<file path="src/rtl/vga_pkg.sv">
// Shared constants and FSM encoding for the video RAM arbiter and
// the helpers that address the 160x120 framebuffer.
package vga_pkg;

    localparam int unsigned H_ACTIVE    = 640;
    localparam int unsigned V_ACTIVE    = 480;
    localparam int unsigned SCALE_SHIFT = 2;
    localparam int unsigned FB_W        = H_ACTIVE >> SCALE_SHIFT;
    localparam int unsigned FB_H        = V_ACTIVE >> SCALE_SHIFT;
    localparam int unsigned FB_DEPTH    = FB_W * FB_H;
    localparam int unsigned DATA_W      = 2;
    localparam int unsigned ADDR_W      = 15;

    typedef enum logic [1:0] {
        IDLE  = 2'd0,
        WRITE = 2'd1,
        CLEAR = 2'd2
    } state_t;

endpackage

</file>
<file path="src/rtl/vga_fb_addr.sv">
// Pixel coordinate to framebuffer cell address; row*160 built as
// (row<<7)+(row<<5) so no multiplier is needed.
module vga_fb_addr #(
    parameter int unsigned ADDR_W      = 15,
    parameter int unsigned SCALE_SHIFT = 2
) (
    input  logic [9:0]        pix_x,
    input  logic [9:0]        pix_y,
    output logic [ADDR_W-1:0] cell_addr_c
);

    logic [ADDR_W-1:0] row;
    logic [ADDR_W-1:0] col;

    assign row         = ADDR_W'(pix_y >> SCALE_SHIFT);
    assign col         = ADDR_W'(pix_x >> SCALE_SHIFT);
    assign cell_addr_c = (row << 7) + (row << 5) + col;

endmodule

</file>
<file path="src/rtl/vram_arbiter.sv">
// Single-port video RAM arbiter: scan-out fetches take every 4th active
// pixel slot, writes and the frame-clear engine use the remaining cycles.
module vram_arbiter #(
    parameter int unsigned DATA_W      = vga_pkg::DATA_W,
    parameter int unsigned ADDR_W      = vga_pkg::ADDR_W,
    parameter int unsigned FB_W        = vga_pkg::FB_W,
    parameter int unsigned FB_H        = vga_pkg::FB_H,
    parameter int unsigned SCALE_SHIFT = vga_pkg::SCALE_SHIFT
) (
    input  logic              clk,
    input  logic              rst,
    input  logic [9:0]        pix_x,
    input  logic [9:0]        pix_y,
    input  logic              video_on,
    output logic [DATA_W-1:0] pix_color,
    input  logic              wr_req,
    input  logic [ADDR_W-1:0] wr_addr,
    input  logic [DATA_W-1:0] wr_data,
    output logic              wr_ack,
    output logic              wr_err,
    input  logic              clr_start,
    input  logic [DATA_W-1:0] clr_color,
    output logic              clr_busy,
    output logic [ADDR_W-1:0] mem_addr,
    output logic              mem_we,
    output logic [DATA_W-1:0] mem_wdata,
    input  logic [DATA_W-1:0] mem_rdata
);

    import vga_pkg::state_t;
    import vga_pkg::IDLE;
    import vga_pkg::WRITE;
    import vga_pkg::CLEAR;

    localparam int unsigned FB_DEPTH = FB_W * FB_H;

    state_t            state, state_n;
    logic [ADDR_W-1:0] cnt, cnt_n;
    logic [DATA_W-1:0] clr_col, clr_col_n;
    logic [DATA_W-1:0] cell_reg;
    logic              von_d1, von_d2;
    logic              slot_d1;
    logic              disp_slot;
    logic [ADDR_W-1:0] fetch_addr;

    vga_fb_addr #(
        .ADDR_W      (ADDR_W),
        .SCALE_SHIFT (SCALE_SHIFT)
    ) u_fb_addr (
        .pix_x       (pix_x),
        .pix_y       (pix_y),
        .cell_addr_c (fetch_addr)
    );

    // Gated by rst so the combinational RAM port reads zero while in reset.
    assign disp_slot = rst & video_on & (pix_x[1:0] == 2'b00);
    assign clr_busy  = (state == CLEAR);
    assign pix_color = von_d2 ? cell_reg : '0;

    always_ff @(posedge clk or negedge rst) begin
        if (!rst) begin
            state    <= IDLE;
            cnt      <= '0;
            clr_col  <= '0;
            cell_reg <= '0;
            von_d1   <= 1'b0;
            von_d2   <= 1'b0;
            slot_d1  <= 1'b0;
        end else begin
            state    <= state_n;
            cnt      <= cnt_n;
            clr_col  <= clr_col_n;
            von_d1   <= video_on;
            von_d2   <= von_d1;
            slot_d1  <= disp_slot;
            if (slot_d1) begin
                cell_reg <= mem_rdata;
            end
        end
    end

    // Display slot owns the RAM port; WRITE/CLEAR only act in other cycles.
    always_comb begin
        state_n   = state;
        cnt_n     = cnt;
        clr_col_n = clr_col;
        mem_we    = 1'b0;
        mem_addr  = '0;
        mem_wdata = '0;
        wr_ack    = 1'b0;
        wr_err    = 1'b0;

        if (disp_slot) begin
            mem_addr = fetch_addr;
        end

        case (state)
            IDLE: begin
                if (clr_start) begin
                    state_n   = CLEAR;
                    cnt_n     = '0;
                    clr_col_n = clr_color;
                end else if (wr_req) begin
                    state_n = WRITE;
                end
            end
            WRITE: begin
                if (!disp_slot) begin
                    wr_ack  = 1'b1;
                    state_n = IDLE;
                    if (wr_addr < ADDR_W'(FB_DEPTH)) begin
                        mem_we    = 1'b1;
                        mem_addr  = wr_addr;
                        mem_wdata = wr_data;
                    end else begin
                        wr_err = 1'b1;
                    end
                end
            end
            CLEAR: begin
                if (!disp_slot) begin
                    mem_we    = 1'b1;
                    mem_addr  = cnt;
                    mem_wdata = clr_col;
                    cnt_n     = cnt + ADDR_W'(1);
                    if (cnt == ADDR_W'(FB_DEPTH - 1)) begin
                        state_n = IDLE;
                    end
                end
            end
            default: state_n = IDLE;
        endcase
    end

endmodule
</file>
<file path="config.mk">
export PLATFORM = sky130hd
export DESIGN_NAME = vram_arbiter
export DESIGN_NICKNAME = d
export VERILOG_FILES = /design/src/rtl/vga_pkg.sv /design/src/rtl/vga_fb_addr.sv /design/src/rtl/vram_arbiter.sv
export SDC_FILE = /design/constraint.sdc
export NUM_CORES = 1
export LEC_CHECK = 0
export CORE_MARGIN = 3
export CORE_UTILIZATION = 40
export CTS_BUF_LIST = sky130_fd_sc_hd__clkbuf_4 sky130_fd_sc_hd__clkbuf_8 sky130_fd_sc_hd__clkbuf_16
export DETAILED_ROUTE_END_ITERATION = 16
export PLACE_DENSITY = 0.75
export SYNTH_ARGS = -nofsm -noshare
export SYNTH_HDL_FRONTEND = slang
export SYNTH_HIERARCHICAL = 1
export SYNTH_SLANG_ARGS = --single-unit
export TNS_END_PERCENT = 1
</file>
<file path="constraint.sdc">
create_clock -name clk -period 2.9 [get_ports clk]
set_input_delay 0.29 -clock clk [delete_from_list [all_inputs] [get_ports clk]]
set_output_delay 0.29 -clock clk [all_outputs]
set_load 0.005 [all_outputs]
</file>
* Word level (Yosys, flattened, before mapping)
Cells that the tools add are included.
** Storage, ports and cells
- Input bits :: 46
- Register bits :: 24
- Output and inout bits :: 23
- Logic and storage cells :: 54
** Cells by class
- Reduce and logical (&&, ||, !) cells :: 6
- Add/subtract/negate cells :: 3
- Order comparisons :: 1
- Muxes and demuxes :: 27
- Equal/unequal tests :: 8
- Bitwise logic cells :: 2
** Operators by type and width (number)
- two-way mux 15 bit :: 6
- one-hot mux 15 bit (2 select lines) :: 2
- two-way mux 2 bit :: 9
- adder 15 x 1 -> 15 bit, second input constant :: 1
- adder 15 x 13 -> 15 bit :: 1
- adder 15 x 8 -> 15 bit :: 1
- equality test 15 bit, second input constant :: 1
- < comparator 15 bit, second input constant :: 1
- two-way mux 1 bit :: 7
- != test 2 bit, second input constant :: 3
- one-hot mux 2 bit (3 select lines) :: 1
- logical NOT 2 bit :: 2
- one-hot mux 2 bit (2 select lines) :: 1
- AND reduction 4 bit :: 1
- != test 3 bit, second input constant :: 1
- AND reduction 3 bit :: 1
- bitwise AND 1 bit :: 2
- equality test 2 x 1 -> 1 bit, second input constant :: 1
- equality test 2 bit, second input constant :: 1
- != test 2 x 1 -> 1 bit, second input constant :: 1
- one-hot mux 1 bit (2 select lines) :: 1
- AND reduction 2 bit :: 1
- nonzero test 2 bit :: 1

* Longest topological paths before layout
Gate-level depths: netlist of run 1.
- Word-level depth :: 6
- Depth in mapped cells :: 11
- Gate-level depth less buffers :: 11

* Hierarchy
The synthesis of run 1 kept the hierarchy.
** Modules (own cells, without submodules)
- vram_arbiter :: cells an instance 209, times used 1, area each 1762.9 um^2, sequential area each 600.6 um^2
- vga_fb_addr :: cells an instance 64, times used 1, area each 514.2 um^2, sequential area each 0.0 um^2

* Least setup slack after synthesis of run 1
No wires, ideal clock.
- Path type :: input port to output port
- Start point :: input port pix_x[9]
- End point :: output port mem_addr[13]
- Path buffers :: 0
- Stages :: 11
- Required time :: 2.610 ns
- Path slack :: 0.013 ns
- Data arrival time :: 2.597 ns
- Cells stage by stage :: inv_1 -> fa_1 -> inv_1 -> ha_1 -> a211oi_1 -> nor3_2 -> mux2i_1 -> or3_1 -> nand2_1 -> nor2_1 -> or3_1
** Between the ends
- Word-level cells in the longest chain between the ends :: 5
- Elaborated cells between the ends (all ways) :: 6
- Classes of those cells :: add/sub (1); mux (5)
** Ends and longest elaborated chain
- start, declared :: line vram_arbiter.sv:12 : input logic [9:0] pix_x,
- adder 15 x 8 -> 15 bit * :: line vga_fb_addr.sv:17 : assign cell_addr_c = (row << 7) + (row << 5) + col;
- named net fetch_addr[13] :: line vram_arbiter.sv:44 : logic [ADDR_W-1:0] fetch_addr;
- two-way mux 15 bit * :: line vram_arbiter.sv:93 : if (disp_slot) begin
- two-way mux 15 bit :: line vram_arbiter.sv:111 : if (wr_addr < ADDR_W'(FB_DEPTH)) begin
- two-way mux 15 bit :: line vram_arbiter.sv:108 : if (!disp_slot) begin
- one-hot mux 15 bit (2 select lines) * :: line vram_arbiter.sv:97 : case (state)
- end, declared :: line vram_arbiter.sv:24 : output logic [ADDR_W-1:0] mem_addr,
Mark *: on every way through the listed nets, which the timed path passes. The rest lies on a longest branch.

* Worst setup path in the final report of run 1
- Start point :: input port pix_y[4]
- End point :: output port mem_addr[13]
** Between the ends
- Word-level cells in the longest chain between the ends :: 6
- Elaborated cells between the ends (all ways) :: 7
- Classes of those cells :: add/sub (2); mux (5)
** Ends and longest elaborated chain
- start, declared :: line vram_arbiter.sv:13 : input logic [9:0] pix_y,
- adder 15 x 13 -> 15 bit * :: line vga_fb_addr.sv:17
- adder 15 x 8 -> 15 bit * :: line vga_fb_addr.sv:17
- named net fetch_addr[13] :: line vram_arbiter.sv:44
- two-way mux 15 bit * :: line vram_arbiter.sv:93
- two-way mux 15 bit :: line vram_arbiter.sv:111
- two-way mux 15 bit :: line vram_arbiter.sv:108
- one-hot mux 15 bit (2 select lines) * :: line vram_arbiter.sv:97
Marked as above.

==> run summary, run 1 <==
Hold worst-path end -> von_d2
Startpoint of the worst-slack reg-to-reg timing path -> state[0]
Row cnt -> 26
Area of the die -> 6630 sq um
Area share of the leading cell type in the synthesized netlist -> 0.264
Class of the tightest hold or removal check -> reg2reg
Worst endpoint data arrival time -> 2.67 ns
Global-route usage over all layers -> 0.222
Period Utilization, post-route -> 1.02
Largest net degree at the start of global routing -> 25
Number of antenna diodes -> 0
Synth top cells by count -> a21oi_1 (26), dfrtp_1 (24), ha_1 (19), nand2_1 (19), inv_1 (16)
Worst hold slack after final layout -> 0.361 ns
VDD IR-drop max -> 0.000231 V
Timing-limited maximum frequency -> 338 MHz
Cells along the critical path -> buf_6 -> inv_2 -> fa_1 -> inv_2 -> ha_4 -> a211oi_4 -> nor3_2 -> mux2i_1 -> or3_1 -> nand2_2 -> a21oi_2 -> or3_1 -> buf_2
Setup violation total in the final timing report -> 2
Tightest Pin Transition -> 0.817 ns
Cell area after layout -> 3410 sq um
Failing checks -> setup timing
Worst reg2reg path endpoint -> cnt[14]
Number of flip-flops under the largest register name -> 15
CTS sink count -> 24
Synth unique cells -> 56
Library cell occupying the most area in the post-synthesis netlist -> dfrtp_1
Starting density of the core -> 0.429
Largest delay contributor family on the critical path -> simple AND/OR/NAND/NOR gates
Post-layout minimum cycle time -> 2.96 ns
Share of synthesized area spent on multiplexers -> 0.0379
Post-synthesis share of cell area spent on and, or, nand and nor gates -> 0.213
Maxcap violations -> 0
Die outline width -> 81.5 um
Power density over the cells -> 505 nW/um^2
Cell at the root of the clock tree -> clkbuf_8
Count of nets left with antenna violations after detail routing -> 0
Post-Synthesis Net Count -> 340
Final instance count without filler cells -> 424
Largest driver fanout on the critical path -> 3
Number of standard cells after synthesis -> 273
Kind of capture point of the worst setup path -> output port
Post-layout util -> 0.643
Worst reg2reg setup slack -> 0.49 ns
Die extent in y -> 81.5 um
Leading post-synthesis cells by cell area -> dfrtp_1 (26%), ha_1 (10%), a21oi_1 (5.7%)
Cell count after placement -> 418
Floorplan Core Area -> 5300 sq um
Post-synth EDFFs -> 0
I/O pin total -> 69
Initial antenna violation count -> 0
Layout cells sized above 1 -> 0.212
Worst clock skew -> 0.00431 ns
Hold Path Origin -> von_d1
Area growth, synth to finish -> 49.8%
Worst Setup Start Kind -> primary input
Area used by multi-input combinational logic -> 1740 sq um
Main flop type after synthesis -> dfrtp_1
Result of the run -> finished with violations
Relative max-transition margin -> 0.454
Number of buffers on the longest clock path -> 2
CTS tree -> yes
Synth Register Bits -> 24
Asr flop ratio synth -> 1.00
Iteration-0 DRC count of the detailed router -> 190
Hold-fix buffer count after cts -> 0
Count of cells along the worst register-to-register path -> 7
Clk_lat worst skew -> 0.28 ns
Register bank with the most flops -> cnt
Arithmetic-cell share of the synthesized area counting full adders, half adders and majority gates -> 0.122
Number of buffers added by the clock tree synthesis step -> 3
Critical path class -> in2out
Register area -> 601 sq um
Detail Placement HPWL -> 5250 um
Worst setup timing slack at the placement stage -> -1.00 ns
Xor/xnor share of the synthesized area -> 0.0346
Net total in the final layout -> 422
Leak -> 0.00146 uW
Fill cells -> 450
Number of buffer and inverter instances along the worst setup path -> 4
Clock-pin slew reported for the worst setup and hold paths after clock tree synthesis -> 0.09 ns
Via count of the first global-routing pass -> 2,411
Final hold violations -> 0
Number of max-slew violations in the final report -> 0
Detailed-route via count -> 2,539
Cell count of the worst hold path -> 0
Count of buffers from port buffering -> 66
Global-route wire length before repair -> 11,500 um
Largest stage delay on the critical path -> 0.57 ns
Cell with the most instances after synthesis -> a21oi_1
Worst path required time -> 2.61 ns
Placer congestion estimate -> 0.869
Average footprint of a synthesized cell -> 8.34 sq um
Critical Path Slowest Stage Cell -> fa_1
Proportion of synthesized chip area in sequential cells -> 0.264
Main combinational cell family by area after synthesis -> compound AO/OA/AOI/OAI gates
Final setup slack of the worst path -> -0.0556 ns
H-Tree Depth -> 1
Number of vias per cell -> 5.99
Number of warnings issued by yosys -> 6
Area of placed instances -> 3130 sq um
Post-Syn Area -> 2280 sq um
Unrepaired setup endpoints after global routing -> yes
Grt ovf -> 0
Compound-cell area share of the yosys netlist -> 0.258
Pre-antenna DRT Iters -> 5
Routed length per placed instance -> 17.7 um
Overall routed net length -> 7500 um
Residual DRC count -> 0
## layout make-up
cell class                      count  area share
Multi-Input combinational cell    215       0.510
Timing Repair Buffer               93       0.248
Sequential cell                    24       0.176
Tap cell                           70      0.0257
Inverter                           18      0.0198
Clock buffer                        3      0.0121
Clock inverter                      1     0.00880
## routing by layer
| metal | global-route usage | vias to the layer above | wire length [um] |
|---|---|---|---|
| li1 | - | 1177 | - |
| met1 | 0.291 | 1217 | 3280 |
| met2 | 0.373 | 128 | 3580 |
| met3 | 0.0395 | 17 | 537 |
| met4 | 0.0625 | 0 | 111 |
| met5 | 0 | - | 0 |
## worst register-to-register path, delay by kind of cell, from the launching register on
kind	cells	cell delay [ns]
adder cells (fa/ha/maj)	1	0.17
flip-flops	1	0.41
buffers and inverters	2	0.34
multiplexers	1	0.24
AO/OA/AOI/OAI	3	1.12
## cells by family (layout without fill, tap and decap cells)
group,after synthesis,in the layout
buffers and inverters,34,115
XOR/XNOR,9,9
flip-flops,24,24
AO/OA/AOI/OAI,88,88
adder cells (fa/ha/maj),21,21
AND/OR/NAND/NOR,89,89
multiplexers,8,8
## how the worst max path moves through the flow
stage,from,to,slack (ns),depth (start not counted)
global placement,pix_x[9],mem_addr[13],-0.96,13
floorplan,pix_x[9],mem_addr[13],0.01,11
finish,pix_y[4],mem_addr[13],-0.06,13
global route,pix_y[4],mem_addr[13],-0.14,13
CTS,pix_y[4],mem_addr[13],-0.06,13
detailed placement,pix_x[9],mem_addr[13],-1.00,13
## through the flow
step / TNS [ns] / total power [uW]
finish: -0.110 / 1720
global route: -0.332 / 1830
CTS: -0.0828 / 1690
detailed placement: -4.94 / 1340
global placement: -4.54 / 1320
floorplan: 0 / 953
## cell usage in the layout, fill, tap and decap left out, types with 6 or more instances in the layout
cell | synthesis | routed
a31oi_1 | 11 | 9
dfrtp_1 | 24 | 24
o21ai_0 | 10 | 9
a21o_1 | 9 | 9
inv_1 | 16 | 12
buf_4 | 6 | 26
nand3_1 | 13 | 13
ha_4 | 0 | 12
or3_1 | 8 | 8
a21oi_1 | 26 | 23
nand4_1 | 6 | 6
nor2_1 | 13 | 13
clkdlybuf4s50_1 | 0 | 51
dlygate4sd2_1 | 0 | 6
nand2_1 | 19 | 18
xnor2_1 | 8 | 8
a22o_1 | 10 | 10
## power breakdown
part           leakage [uW]  switching (uW)  internal (uW)
Clock             0.0000357             114            185
Sequential         0.000318            53.4            386
Combinational       0.00110             505            480
Total               0.00146             672           1050
## timing repair
| action | CTS | global route |
|---|---|---|
| setup buffers | 2 | 0 |
| setup endpoints to repair | 8 | 13 |
| resized for setup | 55 | 13 |
| cloned | 0 | 0 |
| hold endpoints to repair | 0 | 0 |
| pin swaps | 20 | 6 |
Power figures use the tool's default switching activity.
==> inputs of run 2 (changes only) <==
ABC_AREA = 0   (was default)
CAP_MARGIN = 5   (was default)
==> results of run 2 <==
Same layout as run 1: the final DEF is identical, and so are final timing and power.
